[src/rtl/mult_div_unit_if.sv]
// ============================================================================
//  Module      : mult_div_unit_if
//  Description : Handshake/operand/result bundle between the multicycle
//                control/datapath (master) and mult_div_unit (slave).
//                  start    - one-cycle request pulse
//                  op[1:0]  - op[0]: 0 mult, 1 div; op[1]: 1 unsigned
//                  a, b     - operand A (register A), operand B (ALU B-mux)
//                  hi, lo   - HI/LO result registers
//                  busy     - operation in progress
//                  done     - one-cycle completion pulse
//                  div_zero - divide-by-zero flag
//  Revision    : 1.0 - initial release
// ============================================================================
`default_nettype none

interface mult_div_unit_if;
    logic        start;
    logic [1:0]  op;
    logic [31:0] a;
    logic [31:0] b;
    logic [31:0] hi;
    logic [31:0] lo;
    logic        busy;
    logic        done;
    logic        div_zero;

    modport master (
        output start, op, a, b,
        input  hi, lo, busy, done, div_zero
    );

    modport slave (
        input  start, op, a, b,
        output hi, lo, busy, done, div_zero
    );
endinterface

`default_nettype wire

[src/rtl/mult_div_unit.sv]
// ============================================================================
//  Module      : mult_div_unit
//  Description : Sequential 32-bit multiply/divide unit writing HI/LO.
//                Radix-2 Booth multiply and restoring divide on magnitudes,
//                one iteration per clock, 32 iterations per operation.
//  Ports       : clk      - clock, rising edge
//                reset_n  - asynchronous active-low reset
//                bus      - mult_div_unit_if.slave (start/op/a/b in,
//                           hi/lo/busy/done/div_zero out, all registered)
//  Config      : MULT_DIV_UNSIGNED_EN - when defined, op[1]=1 selects
//                multu/divu; otherwise op[1] is ignored (all signed).
//  Revision    : 1.0 - initial release
// ============================================================================
`default_nettype none

module mult_div_unit (
    input  wire logic       clk,
    input  wire logic       reset_n,
    mult_div_unit_if.slave  bus
);

    typedef enum logic [1:0] {
        S_IDLE   = 2'd0,
        S_MULT   = 2'd1,
        S_DIV    = 2'd2,
        S_FINISH = 2'd3
    } state_t;

    localparam logic [5:0] c_LAST_ITER = 6'd31;

    state_t      r_state;
    logic [5:0]  r_cnt;
    // Mult: {upper[31:0], multiplier[31:0], guard}.
    // Div : {1'b0, remainder[31:0], dividend/quotient[31:0]}.
    logic [64:0] r_acc;
    logic [31:0] r_mcand;      // multiplicand (mult) or divisor magnitude (div)
    logic        r_is_div;
    logic        r_dz;
    logic        r_neg_q;
    logic        r_neg_r;
    logic [31:0] r_hi;
    logic [31:0] r_lo;
    logic        r_busy;
    logic        r_done;
    logic        r_div_zero;

    // ------------------------------------------------------------------
    // Operand preparation at accept time
    // ------------------------------------------------------------------
    logic        w_unsigned;
    logic        w_is_div;
    logic        w_a_neg;
    logic        w_b_neg;
    logic [31:0] w_a_mag;
    logic [31:0] w_b_mag;

`ifdef MULT_DIV_UNSIGNED_EN
    logic        r_unsigned;
    logic [31:0] r_mplier;     // multiplier copy for the unsigned HI correction
    assign w_unsigned = bus.op[1];
`else
    logic w_unused_op1;
    assign w_unsigned   = 1'b0;
    assign w_unused_op1 = bus.op[1];
`endif

    assign w_is_div = bus.op[0];
    assign w_a_neg  = ~w_unsigned & bus.a[31];
    assign w_b_neg  = ~w_unsigned & bus.b[31];
    assign w_a_mag  = w_a_neg ? (~bus.a + 32'd1) : bus.a;
    assign w_b_mag  = w_b_neg ? (~bus.b + 32'd1) : bus.b;

    // ------------------------------------------------------------------
    // Booth step: the upper half is summed at 33 bits so the shifted-in
    // sign stays correct even for 0x80000000 operands.
    // ------------------------------------------------------------------
    logic [32:0] w_booth_up;
    logic [32:0] w_mcand_x;
    logic [32:0] w_booth_sum;
    logic [64:0] w_booth_next;

    assign w_booth_up = {r_acc[64], r_acc[64:33]};
    assign w_mcand_x  = {r_mcand[31], r_mcand};

    always_comb begin
        w_booth_sum = w_booth_up;
        case (r_acc[1:0])
            2'b01:   w_booth_sum = w_booth_up + w_mcand_x;
            2'b10:   w_booth_sum = w_booth_up - w_mcand_x;
            default: w_booth_sum = w_booth_up;
        endcase
    end

    assign w_booth_next = {w_booth_sum, r_acc[32:1]};

    // ------------------------------------------------------------------
    // Restoring divide step: the remainder never exceeds the divisor, so
    // 32 bits hold it; the shifted trial needs 33 plus a borrow bit.
    // ------------------------------------------------------------------
    logic [32:0] w_rem_shift;
    logic [33:0] w_diff;
    logic [64:0] w_div_next;

    assign w_rem_shift = {r_acc[63:32], r_acc[31]};
    assign w_diff      = {1'b0, w_rem_shift} - {2'b00, r_mcand};
    assign w_div_next  = w_diff[33] ? {1'b0, w_rem_shift[31:0], r_acc[30:0], 1'b0}
                                    : {1'b0, w_diff[31:0],      r_acc[30:0], 1'b1};

    // ------------------------------------------------------------------
    // Result formatting in FINISH
    // ------------------------------------------------------------------
    logic [31:0] w_quo_fix;
    logic [31:0] w_rem_fix;
    logic [31:0] w_mul_hi;

    assign w_quo_fix = r_neg_q ? (~r_acc[31:0]  + 32'd1) : r_acc[31:0];
    assign w_rem_fix = r_neg_r ? (~r_acc[63:32] + 32'd1) : r_acc[63:32];

`ifdef MULT_DIV_UNSIGNED_EN
    // The Booth core always forms the signed product; the unsigned product
    // differs only in HI, by b when a[31] is set and by a when b[31] is set.
    assign w_mul_hi = r_unsigned
                    ? (r_acc[64:33] + (r_mcand[31]  ? r_mplier : 32'd0)
                                    + (r_mplier[31] ? r_mcand  : 32'd0))
                    : r_acc[64:33];
`else
    assign w_mul_hi = r_acc[64:33];
`endif

    // ------------------------------------------------------------------
    // Control FSM and registered outputs
    // ------------------------------------------------------------------
    always_ff @(posedge clk or negedge reset_n) begin
        if (!reset_n) begin
            r_state    <= S_IDLE;
            r_cnt      <= 6'd0;
            r_acc      <= 65'd0;
            r_mcand    <= 32'd0;
            r_is_div   <= 1'b0;
            r_dz       <= 1'b0;
            r_neg_q    <= 1'b0;
            r_neg_r    <= 1'b0;
            r_hi       <= 32'd0;
            r_lo       <= 32'd0;
            r_busy     <= 1'b0;
            r_done     <= 1'b0;
            r_div_zero <= 1'b0;
`ifdef MULT_DIV_UNSIGNED_EN
            r_unsigned <= 1'b0;
            r_mplier   <= 32'd0;
`endif
        end else begin
            r_done <= 1'b0;
            case (r_state)
                S_IDLE: begin
                    if (bus.start) begin
                        r_cnt      <= 6'd0;
                        r_is_div   <= w_is_div;
                        r_dz       <= w_is_div & (bus.b == 32'd0);
                        r_neg_q    <= w_a_neg ^ w_b_neg;
                        r_neg_r    <= w_a_neg;
                        r_busy     <= 1'b1;
                        r_div_zero <= 1'b0;
`ifdef MULT_DIV_UNSIGNED_EN
                        r_unsigned <= w_unsigned;
                        r_mplier   <= bus.b;
`endif
                        if (w_is_div) begin
                            r_mcand <= w_b_mag;
                            r_acc   <= {33'd0, w_a_mag};
                            // A zero divisor still passes through DIV for one
                            // cycle so done lands two edges after start.
                            r_state <= S_DIV;
                        end else begin
                            r_mcand <= bus.a;
                            r_acc   <= {32'd0, bus.b, 1'b0};
                            r_state <= S_MULT;
                        end
                    end
                end

                S_MULT: begin
                    r_acc <= w_booth_next;
                    r_cnt <= r_cnt + 6'd1;
                    if (r_cnt == c_LAST_ITER) begin
                        r_state <= S_FINISH;
                    end
                end

                S_DIV: begin
                    if (r_dz) begin
                        r_state <= S_FINISH;
                    end else begin
                        r_acc <= w_div_next;
                        r_cnt <= r_cnt + 6'd1;
                        if (r_cnt == c_LAST_ITER) begin
                            r_state <= S_FINISH;
                        end
                    end
                end

                S_FINISH: begin
                    r_state <= S_IDLE;
                    r_cnt   <= 6'd0;
                    r_busy  <= 1'b0;
                    r_done  <= 1'b1;
                    if (r_dz) begin
                        r_div_zero <= 1'b1;
                    end else if (r_is_div) begin
                        r_hi <= w_rem_fix;
                        r_lo <= w_quo_fix;
                    end else begin
                        r_hi <= w_mul_hi;
                        r_lo <= r_acc[32:1];
                    end
                end

                default: r_state <= S_IDLE;
            endcase
        end
    end

    assign bus.hi       = r_hi;
    assign bus.lo       = r_lo;
    assign bus.busy     = r_busy;
    assign bus.done     = r_done;
    assign bus.div_zero = r_div_zero;

endmodule

`default_nettype wire
[src/flat_wrapper.sv]
// flat-port wrapper written by rule: the top's interface ports become plain ports
module mult_div_unit_flat 
  (clk, reset_n, bus_start, bus_op, bus_a, bus_b, bus_hi, bus_lo, bus_busy, bus_done, bus_div_zero);
  mult_div_unit_if bus_i ();
  input  wire logic clk;
  input  wire logic reset_n;
  input wire logic [$bits(bus_i.start)-1:0] bus_start;
  input wire logic [$bits(bus_i.op)-1:0] bus_op;
  input wire logic [$bits(bus_i.a)-1:0] bus_a;
  input wire logic [$bits(bus_i.b)-1:0] bus_b;
  output wire logic [$bits(bus_i.hi)-1:0] bus_hi;
  output wire logic [$bits(bus_i.lo)-1:0] bus_lo;
  output wire logic [$bits(bus_i.busy)-1:0] bus_busy;
  output wire logic [$bits(bus_i.done)-1:0] bus_done;
  output wire logic [$bits(bus_i.div_zero)-1:0] bus_div_zero;
  assign bus_i.start = bus_start;
  assign bus_i.op = bus_op;
  assign bus_i.a = bus_a;
  assign bus_i.b = bus_b;
  assign bus_hi = bus_i.hi;
  assign bus_lo = bus_i.lo;
  assign bus_busy = bus_i.busy;
  assign bus_done = bus_i.done;
  assign bus_div_zero = bus_i.div_zero;
  mult_div_unit u_core (.clk(clk), .reset_n(reset_n), .bus(bus_i));
endmodule
[config.mk]
export PLATFORM = sky130hd
export DESIGN_NAME = mult_div_unit_flat
export DESIGN_NICKNAME = d
export VERILOG_FILES = /design/src/rtl/mult_div_unit_if.sv /design/src/rtl/mult_div_unit.sv /design/src/flat_wrapper.sv
export SDC_FILE = /design/constraint.sdc
export NUM_CORES = 1
export LEC_CHECK = 0
export CAP_MARGIN = 10
export CELL_PAD_IN_SITES_DETAIL_PLACEMENT = 1
export CELL_PAD_IN_SITES_GLOBAL_PLACEMENT = 1
export CORE_MARGIN = 2
export CORE_UTILIZATION = 45
export CTS_CLUSTER_DIAMETER = 40
export DETAILED_ROUTE_END_ITERATION = 6
export HOLD_SLACK_MARGIN = 0.12
export PLACE_DENSITY_LB_ADDON = 0.05
export SETUP_SLACK_MARGIN = 0.2
export SYNTH_ARGS = -nofsm -noshare
export SYNTH_HDL_FRONTEND = slang
export SYNTH_SLANG_ARGS = --single-unit
[constraint.sdc]
create_clock -name clk -period 6.3 [get_ports clk]
set_input_delay 1.26 -clock clk [delete_from_list [all_inputs] [get_ports clk]]
set_output_delay 1.26 -clock clk [all_outputs]
set_load 0.02 [all_outputs]
# Yosys cells after proc, flatten, opt, wreduce, memory -nomap -nowiden
# Cells that the tools add are included.
totals:
  regBits: 176
  latchBits: 0
  ram_bits: 0
  romBits: 0
  in_bits: 69
  elab_cells: 77
  memories: 0
classes:
  n_addsub: 8
  multipliers: 0
  div_mod_pow: 0
  order_cmp: 0
  n_eq_ne: 10
  shifts: 0
  n_mux: 27
  bitwise_logic: 7
  n_reduce_logical: 11
ops:
  columns: ["op", "count"]
  rows:
  - ["32-bit two-way mux", 7]
  - ["65-bit one-hot mux with 3 select lines", 1]
  - ["65-bit two-way mux", 2]
  - ["32-bit by 1-bit adder with 32-bit output (second input constant)", 4]
  - ["32-bit NOT", 4]
  - ["33-bit one-hot mux with 2 select lines", 1]
  - ["64-bit two-way mux", 1]
  - ["33-bit by 32-bit subtractor with 34-bit output", 1]
  - ["32-bit by 32-bit adder with 33-bit output", 1]
  - ["33-bit two-way mux", 1]
  - ["32-bit by 32-bit subtractor with 33-bit output", 1]
  - ["32-bit zero test", 1]
  - ["6-bit one-hot mux with 4 select lines", 1]
  - ["6-bit two-way mux", 2]
  - ["2-bit two-way mux", 4]
  - ["2-bit one-hot mux with 4 select lines", 1]
  - ["2-bit AND reduction", 4]
  - ["6-bit by 1-bit adder with 6-bit output (second input constant)", 1]
  - ["2-bit == test (second input constant)", 3]
  - ["6-bit by 5-bit == test with 1-bit output (second input constant)", 1]
  - ["3-bit AND reduction", 2]
  - ["2-bit by 1-bit == test with 1-bit output (second input constant)", 2]
  - ["1-bit two-way mux", 4]
  - ["2-bit inequality test (second input constant)", 2]
  - ["other kinds (10)", 11]

# Longest topological paths before layout
# Gate-level depths: netlist (run 1).
depth:
  depth_word: 6
  ltp_mapped: 21
  ltp_nobuf: 20

# Least setup slack after synthesis (run 1)
# OpenSTA, ideal clock, no wires.
synth_timing:
  path_kind: "register to register"
  startpoint: "reg u_core.r_mcand[6]"
  endpoint: "reg u_core.r_acc[62]"
  setup_time_ns: 0.126
  t_arrival_ns: 3.880
  setup_slack_ns: 2.294
  stages_incl_launch_ff: 19
  period_less_slack_ns: 4.006
  cell_sequence: "dfrtp_1 -> or4_1 -> nor2b_1 -> nand3_1 -> nor3b_1 -> and2_1 -> nor2_1 -> xnor2_1 -> ha_1 -> a21o_1 -> a21oi_1 -> nor2_1 -> nor2_1 -> o31a_1 -> a31oi_1 -> a2111oi_0 -> nor3_1 -> xor2_1 -> a221o_1"
synth_between:
  elab_chain_cells: 4
  elab_cells_between_ends: 7
synth_rtl:
  columns: ["element", "line", "rtl"]
  rows:
  - ["start, declared", "mult_div_unit.sv:36", "logic [31:0] r_mcand;"]
  - ["start signal, assigned", "mult_div_unit.sv:169", "r_mcand <= w_b_mag;"]
  - ["start signal, assigned", "mult_div_unit.sv:175", "r_mcand <= bus.a;"]
  - ["33-bit by 32-bit subtractor with 34-bit output", "mult_div_unit.sv:105", "assign w_diff = {1'b0, w_rem_shift} - {2'b00, r_mcand};"]
  - ["64-bit two-way mux", "mult_div_unit.sv:106", "assign w_div_next = w_diff[33] ? {1'b0, w_rem_shift[31:0], r_acc[30:0], 1'b0}"]
  - ["65-bit two-way mux", "mult_div_unit.sv:191", "if (r_dz) begin"]
  - ["65-bit one-hot mux with 3 select lines *", "mult_div_unit.sv:154", "case (r_state)"]
  - ["end signal, assigned", "mult_div_unit.sv:170", "r_acc <= {33'd0, w_a_mag};"]
  - ["end signal, assigned", "mult_div_unit.sv:176", "r_acc <= {32'd0, bus.b, 1'b0};"]
  - ["end signal, assigned", "mult_div_unit.sv:194", "r_acc <= w_div_next;"]
  - ["end, declared", "mult_div_unit.sv:35", "logic [64:0] r_acc;"]
# Mark *: on every way between the ends. The rest lies on a longest branch, timed or not. The select of a mux whose other input is x is not followed.
# A chain may end at the register's enable or synchronous reset.

# Final worst setup path (run 1)
layout_timing:
  startpoint: "reg u_core.r_mcand[5]"
  endpoint: "reg u_core.r_acc[62]"
# The elaborated chain is that of the path after synthesis.

==> results of run 1 <==
==> tightest hold or removal path: stages, from the launching register on <==
cell and delay [ps]:
sky130_fd_sc_hd__dfrtp_1 340, sky130_fd_sc_hd__nand2_1 50, sky130_fd_sc_hd__o21ai_0 60
==> logic make-up (layout without fill, tap and decap cells) <==
kind of cell	after synthesis	after routing	share of synthesized area [%]
AO/OA/AOI/OAI	697	697	27.1
flip-flops	176	176	27.9
multiplexers	64	64	4.18
buffers and inverters	219	261	5.32
AND/OR/NAND/NOR	635	635	18.2
XOR/XNOR	199	199	11.1
adder cells (fa/ha/maj)	78	78	6.28
==> final timing paths <==
kind / cells past startpoint / slack (ps) / end
hold reg to reg: 2 / 480 / u_core.bus.lo[27]
max in group asynchronous: 2 / 4250 / u_core.r_acc[31]
setup / recovery: 17 / 1210 / u_core.r_acc[62]
hold / removal: 2 / 480 / u_core.bus.lo[27]
min in group asynchronous: 1 / 860 / u_core.r_acc[47]
setup reg to reg: 17 / 1210 / u_core.r_acc[62]
==> placed cells by master (no fill, tap or decap), drive strengths merged, types with 31 or more instances in the layout <==
master	synthesis	layout
mux2i	49	49
xor2	120	120
nor2	115	115
buf	24	31
nand2	321	321
a21oi	127	127
nor3	35	35
o21ai	312	312
inv	65	70
clkdlybuf4s50	0	132
o31ai	38	38
xnor2	79	79
ha	76	76
dfrtp	176	176
==> Yosys cell counts, drive strengths merged (4+ instances only) <==
cell    number
nor3        35
o41ai       19
a22oi       25
nor3b        6
inv         65
or4         20
a21oi      127
xnor2       79
a21boi       4
nor2       115
o21ai      312
a222oi       4
a211oi      16
dfrtp      176
and3         9
and2         6
o221ai       7
nand2      321
xor2       120
o21a         7
a21o        30
a31o         5
nand3       27
nor4        13
buf         24
a221o        4
nand4       10
a22o        17
nor2b       12
or3         19
a221oi      10
o211ai      19
o22ai        5
mux2        15
mux2i       49
ha          76
clkbuf     129
nand2b      25
a31oi       21
a41oi        4
o31ai       38
or2          7
nand3b       7
==> final cells by class <==
class | count | area, µm²
inverters | 66 | 248
clock buffers | 18 | 429
fillers | 4282 | 16600
multi-input cells | 1673 | 10600
repair buffers | 163 | 1560
clock inverters | 14 | 170
flip-flops and latches | 176 | 4410
well taps | 455 | 569
==> power groups by stage <==
stage	sequential (W)	clock (W)	combinational, W
after CTS	0.00236	0.00114	0.00682
after global placement	0.00235	0	0.00655
after detailed placement	0.00238	0	0.00676
after floorplan	0.00214	0	0.00491
final	0.00236	0.00113	0.00684
after global routing	0.00245	0.00118	0.00757
==> routing by layer <==
metal	up-vias	track usage, %	routed length, µm
met5	-	0	0
met4	0	12.1	2020
met3	92	3.29	1810
met2	364	53.6	27300
met1	7679	37.7	23600
li1	7440	-	-
==> registers in the layout (all words and copies together) (netlist names), 2 cells and up <==
name and flops:
u_core.bus.hi 32, u_core.bus.lo 32, u_core.r_acc 65, u_core.r_cnt 6
u_core.r_mcand 32, u_core.r_state 2
==> through the flow <==
stage / hold WS [ps] / util (%) / cell area (µm²) / worst slack (ps) / cells
after floorplan: 476 / - / 15800 / 2290 / 2068
after global placement: 466 / 50.2 / 17300 / 1350 / 2532
after detailed placement: 470 / 50.2 / 17300 / 1260 / 2532
after CTS: 487 / 51.9 / 17900 / 1280 / 2564
after global routing: 505 / 51.9 / 17900 / 915 / 2565
final: 481 / 51.9 / 17900 / 1210 / 2565
==> summary.json, run 1 <==
{
  "result_of_the_run": "finished clean",
  "die-height_um": 191,
  "die_w_um": 191,
  "layout_worst_path_cycle_share_pct": 80.9,
  "area_growth_syn_to_layout_pct": 13.7,
  "setup.worst_path.end_class": "flip-flop",
  "synthesis.area_per_instance_um2": 7.63,
  "synth-edff-count": 0,
  "synth-seq-area-share_pct": 27.9,
  "yosys_warnings": 0,
  "synth.area.top_cells": "sky130_fd_sc_hd__dfrtp_1, sky130_fd_sc_hd__o21ai_0, sky130_fd_sc_hd__nand2_1, sky130_fd_sc_hd__xor2_1, sky130_fd_sc_hd__ha_1",
  "nets": 2244,
  "clock_insertion_delay_worst_skew_ps": 470,
  "synthCells": 2068,
  "critical_path.startpoint_type": "flip-flop",
  "yosys_register_bits": 176,
  "critical_path.cell_chain": "or4_1, nor2b_1, nand3_1, nor3b_1, nor2_1, xnor2_1, ha_1, nand3_1, nor3_1, nand2_1, a21oi_1, a221oi_1, a31oi_1, a2111oi_0, nor3_1, xor2_1, a221o_1",
  "r2r_start": "u_core.r_mcand[5]",
  "htreeDepth": 4,
  "p_switching_w": 0.00543,
  "share_clk_of_total_power_pct": 10.9,
  "worst_ep_required_time_ps": 6650,
  "crit_type": "flip-flop to flip-flop",
  "vias_per_cell": 6.07,
  "startpoint": "u_core.r_mcand[5]",
  "clock_buffers_created_by_tritoncts": 17,
  "power.leakage_nw": 7.69,
  "cts_hold_buf": 0,
  "critical-path-max-stage-delay_ps": 550,
  "globalRoute.totalOverflow": 0,
  "syn-cell-area_um2": 15800,
  "proportion_of_power_drawn_by_combinational_gates_pct": 66.2,
  "drcViolationCount": 0,
  "peakVddDrop_uv": 311,
  "routedWlPerCell_um": 21.3,
  "rows": 68,
  "slew-limit-headroom_pct": 29.2,
  "antenna_cells": 0,
  "finalHoldViolations": 0,
  "first_pass_iters": 5,
  "switching_part_of_the_total_power_pct": 52.6,
  "hpwl_mm": 41.0,
  "hold_start": "u_core.bus.lo[27]",
  "rsz0062_at_grt": "no",
  "crit_path_max_fanout": 6,
  "portBuffers": 134,
  "maxSlewViolCount": 0,
  "first_iter_violations": 937,
  "synth.lib_cells_used.distinct": 70,
  "weighted_congestion_reported_at_the_end_of_routability_driven_placement": 0.941,
  "grt_first_pass_wirelength_mm": 86.9,
  "cts.repair_timing.setup_buffer_count": 0,
  "placeableCoreArea_um2": 34500,
  "grt_antenna_before_repair": 0,
  "root_buffer_cell": "sky130_fd_sc_hd__clkbuf_16",
  "synth_nets": 2215,
  "antenna_violating_nets_post_route": 0,
  "cts_tree": "done",
  "drt_wl_total_mm": 54.7,
  "worst_pin_slew_ps": 1060,
  "synth-async-reset-ratio_pct": 100,
  "setup_violations": 0,
  "layout_min_cycle_time_ps": 5090,
  "cts_sinks": 176,
  "global_route.usage.total_pct": 30.4,
  "arrival_time_worst_endpoint_ps": 5440,
  "cts_resized": 0,
  "critical_path.slowest_cell": "sky130_fd_sc_hd__or4_1",
  "power_w": 0.0103,
  "io_pins": 136,
  "number_of_buffers_on_the_longest_clock_path": 2,
  "timing.hold.worst.class": "flip-flop to flip-flop",
  "num_vias": 15600,
  "synth_top_flop_cell": "sky130_fd_sc_hd__dfrtp_1",
  "pwr_density_cell_nw_per_um2": 576,
  "timing.setup.tns_ps": 0,
  "worst_clock_skew_ps": 21.7,
  "achievable-frequency_ghz": 0.196,
  "synth_largest_area_cell": "sky130_fd_sc_hd__dfrtp_1",
  "synth_top_cell_area_share_pct": 27.9,
  "sequentialPowerShare_pct": 22.9,
  "path_delay_family": "simple AND/OR/NAND/NOR gates",
  "maxCapViolCount": 0,
  "initial_utilization_pct": 45.7,
  "vias_in_the_first_global_route": 15800,
  "layout-drive-gt1-share_pct": 4.83,
  "cellInternalPower_w": 0.00490,
  "timing.critical_path.buf_inv": 0,
  "die_area_um2": 36600,
  "cts.clk_slew.worst_paths_ps": 80,
  "grt_max_degree": 128
}
No activity file was read; power rests on OpenSTA's default activity.
==> run 2: changes to the inputs <==
Settings changed: CORE_UTILIZATION 45 to 44.
Clock period 6.3 ns to 4.69 ns, I/O delays scaled along.
==> run 2 against run 1 <==
Net effect: clock power up 35%; largest cell class unchanged; count of clock-buffer cells in the layout up 2; cell count up 2.1%; worst hold slack worse by 22 ps; setup slack worse by 780 ps; fmax up 19%; non-clock buffer count up 47.
==> summary.json, run 2 (synthesized netlist as in run 1, its figures left out) <==
{
  "layout_worst_path_cycle_share_pct": 91.0,
  "setup_violations": 0,
  "drt_wl_total_mm": 56.7,
  "layout-drive-gt1-share_pct": 7.83,
  "vias_in_the_first_global_route": 16400,
  "finalWorstSetupSlack_ps": 424,
  "timing.setup.tns_ps": 0,
  "globalRoute.totalOverflow": 0,
  "io_pins": 136,
  "result_of_the_run": "finished clean",
  "first_iter_violations": 968,
  "setup.worst_path.end_class": "flip-flop",
  "vias_per_cell": 6.07,
  "layout_commonest_cell": "sky130_fd_sc_hd__nand2_1",
  "root_buffer_cell": "sky130_fd_sc_hd__clkbuf_16",
  "crit_type": "flip-flop to flip-flop",
  "clock_buffers_created_by_tritoncts": 17,
  "power.leakage_nw": 7.96,
  "power_w": 0.0143,
  "grt_antenna_before_repair": 0,
  "worst_clock_skew_ps": 13.4,
  "peakVddDrop_uv": 409,
  "slew-limit-headroom_pct": 24.7,
  "largest_register_ff_count": 65,
  "finalHoldViolations": 0,
  "nets": 2291,
  "finish.instance_area_um2": 18400,
  "die_area_um2": 37400,
  "layout_min_cycle_time_ps": 4270,
  "placeableCoreArea_um2": 35400,
  "portBuffers": 134,
  "largest_register": "u_core.r_acc",
  "timing.hold.worst.class": "input port to async pin",
  "cts_sinks": 176,
  "path_delay_family": "simple AND/OR/NAND/NOR gates",
  "cts_hold_buf": 0,
  "place.detailed.instances": 2585,
  "cts_tree": "done",
  "stdcell_count": 2618,
  "initial_utilization_pct": 44.6,
  "antenna_violating_nets_post_route": 0,
  "layout.cells.most_common_list": "sky130_fd_sc_hd__nand2_1, sky130_fd_sc_hd__o21ai_0, sky130_fd_sc_hd__dfrtp_1",
  "achievable-frequency_ghz": 0.234,
  "first_pass_iters": 5,
  "arrival_time_worst_endpoint_ps": 4610,
  "cp_common_cell": "sky130_fd_sc_hd__buf_4",
  "critical_path.startpoint_type": "flip-flop",
  "global_route.usage.total_pct": 30.2,
  "rsz0062_at_grt": "no",
  "grt_first_pass_wirelength_mm": 90.7,
  "antenna_cells": 0,
  "critical_path.slowest_cell": "sky130_fd_sc_hd__or4_4",
  "routedWlPerCell_um": 21.6,
  "weighted_congestion_reported_at_the_end_of_routability_driven_placement": 0.928,
  "timing.critical_path.buf_inv": 3,
  "critical-path-max-stage-delay_ps": 560,
  "num_vias": 15900,
  "clock_insertion_delay_worst_skew_ps": 460,
  "dp_worst_setup_slack_ps": 155,
  "cts.clk_slew.worst_paths_ps": 70,
  "htreeDepth": 4,
  "postPlaceCellArea_um2": 17700,
  "pwr_density_cell_nw_per_um2": 778,
  "grt_max_degree": 112,
  "hpwl_mm": 43.0,
  "crit_path_max_fanout": 6,
  "die-height_um": 193,
  "number_of_buffers_on_the_longest_clock_path": 2,
  "worst_ep_required_time_ps": 5030,
  "critical_path.cell_chain": "or4_4, nor3_2, buf_4, and2_4, buf_4, a21oi_1, xnor2_1, ha_1, nand3_1, nor3_1, nand2_1, a21oi_1, a221oi_1, buf_4, a31oi_2, a2111oi_2, nor3_1, xor2_1, a221o_1",
  "drcViolationCount": 0,
  "die_w_um": 193,
  "rows": 69,
  "maxCapViolCount": 0,
  "worst_pin_slew_ps": 1130,
  "maxSlewViolCount": 0,
  "area_growth_syn_to_layout_pct": 16.8
}
-- run 2: cell types whose count changed in the layout (fill, tap and decap cells not counted), sizes merged --
cell / before / now
buf: 31 / 78
bufinv: 1 / 2
clkbuf: 18 / 20
clkinv: 6 / 3
clkinvlp: 3 / 1
inv: 70 / 72
-- run 2: timing repair --
item,4_1_cts,5_1_grt
buffers inserted,0,1
setup endpoints to repair,5,10
gates cloned,0,0
gates resized for setup,4,19
pin swaps,0,4
-- run 2: area by class of cell --
| type | instances | area (µm²) |
|---|---|---|
| fillers | 4379 | 17000 |
| multi-input cells | 1673 | 10700 |
| flip-flops and latches | 176 | 4410 |
| repair buffers | 210 | 1950 |
| well taps | 461 | 577 |
| clock buffers | 20 | 447 |
| inverters | 66 | 248 |
| clock inverters | 12 | 150 |
-- run 2: path summary, 6_finish.rpt --
path | slack, ps | depth (start not counted) | startpoint | end
hold reg to reg | 480 | 2 | u_core.bus.hi[17] | u_core.bus.hi[17]
setup reg to reg | 420 | 19 | u_core.r_mcand[6] | u_core.r_acc[62]
setup / recovery | 420 | 19 | u_core.r_mcand[6] | u_core.r_acc[62]
hold / removal | 460 | 1 | reset_n | u_core.r_acc[50]
max in group asynchronous | 3080 | 2 | reset_n | u_core.r_mcand[17]
min in group clk | 480 | 2 | u_core.bus.hi[17] | u_core.bus.hi[17]
-- run 2: through the flow --
stage                     util (%)  hold WS, ps
after floorplan                  -          476
after global placement        50.1          463
after detailed placement      50.1          470
after CTS                     51.8          487
after global routing          52.1          502
final                         52.1          459
-- run 2: where the power goes --
group | switching, W | internal, W | leakage (nW)
Clock | 0.000715 | 0.000818 | 0.292
Sequential | 0.000961 | 0.00213 | 2.25
Combinational | 0.00575 | 0.00395 | 5.42
-- run 2: per-layer routing --
layer / up-vias / part of all wire (%) / GRT usage, %
met5: - / 0 / 0
met2: 344 / 50 / 53.9
met3: 106 / 3.3 / 3.19
li1: 7535 / - / -
met1: 7915 / 43 / 37.2
met4: 0 / 3.6 / 12.2
-- run 2: worst reg2reg max path, delay by kind of cell, from the launching register on --
| kind | cells | cell delay [ps] |
|---|---|---|
| AND/OR/NAND/NOR | 7 | 1630 |
| AO/OA/AOI/OAI | 6 | 990 |
| buffers and inverters | 3 | 420 |
| adder cells (fa/ha/maj) | 1 | 410 |
| flip-flops | 1 | 380 |
| XOR/XNOR | 2 | 310 |
==> RTL edit 1, RTL diff (config.mk and constraints of run 2) <==
Encoding of `state_t`: now one-hot (4 bits for 4 states).
--- a/src/rtl/mult_div_unit.sv
+++ b/src/rtl/mult_div_unit.sv
@@ -19,11 +19,11 @@
     mult_div_unit_if.slave  bus
 );
 
-    typedef enum logic [1:0] {
-        S_IDLE   = 2'd0,
-        S_MULT   = 2'd1,
-        S_DIV    = 2'd2,
-        S_FINISH = 2'd3
+    typedef enum logic [3:0] {
+        S_IDLE   = 4'b0001,
+        S_MULT   = 4'b0010,
+        S_DIV    = 4'b0100,
+        S_FINISH = 4'b1000
     } state_t;
 
     localparam logic [5:0] c_LAST_ITER = 6'd31;
Formal check against the unedited RTL: no difference found for any inputs over 10 cycles, from zero or initial values and one cycle with reset_n low; not proved beyond that.
==> RTL edit 1 against run 2 <==
- die area shrank 0.56%
- cell area shrank 0.41%
- cell count decreased by 0.31%
- count of clock-buffer cells in the layout down 2
- routed wire length up 4.3%
- critical path depth shrank 1
- setup slack worse by 0.14 ns
- largest cell class unchanged
- maximum frequency decreased by 3.1%
- area after synthesis is 0.58% lower
- via count increased by 1.0%
- sequential cell count up 2
- critical endpoint is now u_core.r_acc[64]
- total power is 2.4% higher
==> RTL edit 1: results (changes against run 2) <==
[synthesis]
yosysWarnings=0  ; unchanged
synthFlopType=dfrtp_1
synth_cells=2058  ; -0.48%
synth-seq-area-share_pct=28.41  ; +0.49 points
netlist_top_cells_count=nand2_1, o21ai_0, dfrtp_1
synth_nets=2201  ; -0.63%
synth_area_leaders=dfrtp_1, o21ai_0, nand2_1, xor2_1, ha_1
async_reset_ff_share_pct=100.0  ; unchanged
synth_edf_count=0  ; unchanged
yosysUniqueCellTypes=76  ; +8.6%

[placed_design]
place_hpwl_um=45120  ; +5.0%
port_buffers=134  ; unchanged
gp_congestion=0.9024  ; -2.7%
dp_slack_ns=-0.02134  ; -0.1763 ns

[outcome]
status=complete, no violations

[global_route]
met1_usage_pct=44.13  ; +6.9 points
grt_first_pass_wirelength_um=91890  ; +1.4%
grt_pass1_vias=15980  ; -2.5%
overflow=0  ; unchanged
antenna_found_initial=3  ; +3
use_met2_pct=52.76  ; -1.1 points
grt_use_met3_pct=3.728  ; +0.54 points
grt_max_degree=129  ; +15%
grt_usage_pct=32.16  ; +1.9 points

[final_layout]
drive_above_1_share_pct=7.495  ; -0.34 points
stdcell_count=2610  ; -0.31%
top_register=u_core.r_acc
finish.net_count=2278  ; -0.57%
largest_register_ffs=65  ; unchanged

[power]
ir_worst_vdd_mv=0.4495  ; +9.8%
pg_seq_mw=3.06
swShare_pct=54.22  ; +2.4 points
p_clk_share_pct=10.4  ; -0.3 points
p_int_mw=6.718  ; -2.7%
leakage_nw=7.752  ; -2.6%

[clock_network]
numCtsBuffers=17  ; unchanged
cts_max_path_buffers=2  ; unchanged
clock_latency_ns=0.48  ; +0.02 ns
cts_root_buffer=clkbuf_16
clk_pin_slew_ns=0.08
htree_num_levels=4  ; unchanged

[detailed_routing]
dr.pass1.iters=7  ; +2
first_iter_violations=1199  ; +24%
maxUsedRoutingLayer=met5
routed_via_density=6.153  ; +1.3%
dr_wl_met2_um=27790  ; -2.5%
wl_met1_um=27250  ; +12%
wl_per_cell_um=22.65  ; +4.7%
wl_met3_um=2596  ; +39%

[setup_path]
arrival_ns=4.77  ; +0.16 ns
critPathMaxStageDelay_ns=0.54  ; -0.02 ns
critPathMaxFanout=4  ; -2
cp_slowest_cell=or4_4

[sta]
setup_tns_ns=0  ; unchanged
finalClockSkew_ns=0.01308  ; -0.0002950 ns
final_max_slew_viol_count=0  ; unchanged
tightest_slew_ns=1.164  ; +0.03777 ns

[hold_path]
hold_path_class=input pin to async pin

-- RTL edit 1: repair_timing --
| action | in CTS | in global routing |
|---|---|---|
| gates resized for setup | 4 | 26 |
| buffers inserted | 0 | 3 |
| setup endpoints to repair | 4 | 13 |
| pin swaps | 0 | 11 |
-- RTL edit 1: final cells by class --
class,instances,area [µm²]
Antenna cell,1,2.502
Clock buffer,18,439.2
Clock inverter,14,175.2
Fill cell,4304,16960
Inverter,67,251.5
Multi-Input combinational cell,1670,10580
Sequential cell,178,4459
Tap cell,461,576.8
Timing Repair Buffer,201,1866
-- RTL edit 1: metrics by stage --
| step | utilization, % | hold WS [ns] | cell area [µm²] |
|---|---|---|---|
| detailed placement | 49.80 | 0.4700 | 17580 |
| CTS | 51.58 | 0.4489 | 18210 |
| global route | 51.97 | 0.4854 | 18350 |
| global placement | 49.80 | 0.4596 | 17580 |
| finish | 51.98 | 0.4346 | 18350 |
| floorplan | - | 0.4482 | 15690 |
-- RTL edit 1: path summary, 6_finish.rpt --
| path | start | end | slack (ns) | depth (start not counted) |
|---|---|---|---|---|
| max reg2reg | u_core.r_mcand[8] | u_core.r_acc[64] | 0.29 | 18 |
| max | u_core.r_mcand[8] | u_core.r_acc[64] | 0.29 | 18 |
| min reg2reg | u_core.bus.lo[16] | u_core.bus.lo[16] | 0.48 | 2 |
| min | reset_n | u_core.bus.hi[18] | 0.43 | 1 |
| max in group asynchronous | reset_n | u_core.r_acc[30] | 3.30 | 2 |
| min in group clk | u_core.bus.lo[16] | u_core.bus.lo[16] | 0.48 | 2 |
-- RTL edit 1: kinds of logic after synthesis --
group / share of synthesized area (%)
simple gates: 18.82
mux: 2.737
fa+ha+maj: 6.000
buf+inv: 5.162
compound gates: 28.25
flops: 28.41
xor+xnor: 10.61
==> RTL edit 2, RTL diff (flow settings as in run 2) <==
Without the edit above. Add a define of `MULT_DIV_UNSIGNED_EN`.
--- a/src/rtl/mult_div_unit.sv
+++ b/src/rtl/mult_div_unit.sv
@@ -12,6 +12,8 @@
 //  Revision    : 1.0 - initial release
 // ============================================================================
 `default_nettype none
+
+`define MULT_DIV_UNSIGNED_EN
 
 module mult_div_unit (
     input  wire logic       clk,
Formal check against the unedited RTL: no difference found for any inputs over 10 cycles, from zero or initial values and one cycle with reset_n low; that may be too few to reach the edited logic, so the function may still have changed.
==> RTL edit 2 against run 2 <==
- total power grew 43%
- routed wire length up 33%
- setup slack lost 0.0095 ns
- maximum frequency shrank 0.22%
- largest cell class unchanged
- die area rose by 25%
- area after synthesis increased by 25%
- cell area increased by 27%
- critical endpoint is now u_core.r_acc[64]
- non-clock buffer count down 8
- sequential cell count is 33 higher
- critical path depth down 1
==> RTL edit 2: results (changes against run 2) <==
[global_route]
grt_pass1_vias=20120  ; +23%
overflow=0  ; unchanged
antenna_found_initial=1  ; +1
grt_usage_pct=32.05  ; +1.8 points
grt_first_pass_wirelength_um=117700  ; +30%
grt_max_degree=93  ; -17%

[setup_path]
arrival_ns=4.73  ; +0.12 ns
critPathMaxFanout=6  ; unchanged
cp_slowest_cell=dfrtp_1
critPathMaxStageDelay_ns=0.42  ; -0.14 ns
r2r_cells=18  ; -1

[final_layout]
largest_register_ffs=65  ; unchanged
finish.net_count=2861  ; +25%
drive_above_1_share_pct=8.346  ; +0.51 points
top_register=u_core.r_acc
fillers=5436  ; +24%
finish.utilization_pct=52.85  ; +0.79 points
diodes=0  ; unchanged

[synthesis]
synth-seq-area-share_pct=26.43  ; -1.5 points
netlist_top_cells_count=nand2_1, a21oi_1, dfrtp_1
yosysWarnings=0  ; unchanged
synth_area_leaders=dfrtp_1, ha_1, nand2_1, xnor2_1, a21oi_1
yosysUniqueCellTypes=83  ; +19%
async_reset_ff_share_pct=100.0  ; unchanged
synth_nets=2771  ; +25%

[power]
leakage_nw=10.24  ; +29%
swShare_pct=51.23  ; -0.60 points
ir_worst_vdd_mv=0.6583  ; +61%

[placed_design]
place_area_um2=21860  ; +23%
gp_congestion=0.9373  ; +1.0%
port_buffers=135  ; +0.75%
place_hpwl_um=58030  ; +35%
dp_slack_ns=0.1925  ; +0.03750 ns

[outcome]
status=complete, no violations

[clock_network]
cts_max_path_buffers=3  ; +1
clock_latency_ns=0.57  ; +0.11 ns
numCtsBuffers=44  ; +27
clk_pin_slew_ns=0.04  ; -0.03 ns
htree_num_levels=2  ; -2
cts_root_buffer=clkbuf_16

[detailed_routing]
routed_via_density=6.019  ; -0.89%
wl_per_cell_um=22.98  ; +6.2%
dr.pass1.iters=6  ; +1
first_iter_violations=1231  ; +27%

[sta]
finalClockSkew_ns=0.01802  ; +0.004643 ns
slew_headroom_pct=26.31  ; +1.6 points

[hold_path]
hold_path_class=input pin to async pin

-- RTL edit 2: logic make-up (layout without fill, tap and decap cells) --
| kind of cell | after synthesis | count (layout) | synth area share, % |
|---|---|---|---|
| XOR/XNOR | 215 | 215 | 9.517 |
| AO/OA/AOI/OAI | 828 | 828 | 26.15 |
| AND/OR/NAND/NOR | 773 | 773 | 17.64 |
| buffers and inverters | 322 | 444 | 6.134 |
| multiplexers | 75 | 75 | 3.990 |
| flip-flops | 209 | 209 | 26.43 |
| adder cells (fa/ha/maj) | 140 | 140 | 10.14 |
-- RTL edit 2: what timing repair did --
item | CTS | global route
buffers inserted | 0 | 0
endpoints found under the hold margin | 0 | 0
resized for setup | 3 | 19
pin swaps | 0 | 0
endpoints found under the setup margin | 3 | 12
-- RTL edit 2: power groups by stage --
stage / Clock [mW] / Sequential, mW / Combinational [mW]
after floorplan: 0 / 3.43 / 9.32
after global placement: 0 / 3.59 / 13.1
after detailed placement: 0 / 3.64 / 13.4
after CTS: 3.21 / 3.63 / 13.5
after global routing: 3.29 / 3.75 / 15.0
final: 3.16 / 3.64 / 13.6
-- RTL edit 2: per-layer routing --
layer	global-route usage (%)	vias to the layer above	part of all wire, %	routed length [µm]
met5	0	-	0	0
li1	-	9289	-	-
met4	11.83	0	3.8	2838
met3	4.435	146	4.6	3495
met2	53.64	478	48	36040
met1	42.17	9806	44	32910
-- RTL edit 2: worst paths after layout --
path	startpoint	to	slack, ns
max reg2reg	u_core.r_mcand[3]	u_core.r_acc[64]	0.41
max	u_core.r_mcand[3]	u_core.r_acc[64]	0.41
min in group clk	u_core.bus.lo[6]	u_core.bus.lo[6]	0.47
max in group asynchronous	reset_n	u_core.bus.busy	3.22
min reg2reg	u_core.bus.lo[6]	u_core.bus.lo[6]	0.47
min	reset_n	u_core.r_acc[63]	0.41
-- RTL edit 2: stage by stage --
stage | power (mW) | std cells
finish | 20.44 | 3276
global route | 22.06 | 3276
CTS | 20.36 | 3276
detailed placement | 17.03 | 3198
global placement | 16.68 | 3198
floorplan | 12.75 | 2562
-- RTL edit 2: layout make-up --
cell class | count | area share [%]
sequential | 209 | 22.35
multi-input combinational | 2031 | 57.44
clock buffer | 55 | 5.268
tap | 592 | 3.163
inverter | 164 | 2.628
clock inverter | 23 | 1.042
timing repair buffer | 202 | 8.110
-- RTL edit 2: critical path, delay by kind of cell (launching register included) --
kind | cells | cell delay [ns]
xor gates and xnor gates | 2 | 0.31
adders and majority gates | 1 | 0.40
and+or+nand+nor | 8 | 1.61
DFF | 1 | 0.42
AOI/OAI and AO/OA | 6 | 1.22
buffers and inverters | 1 | 0.18
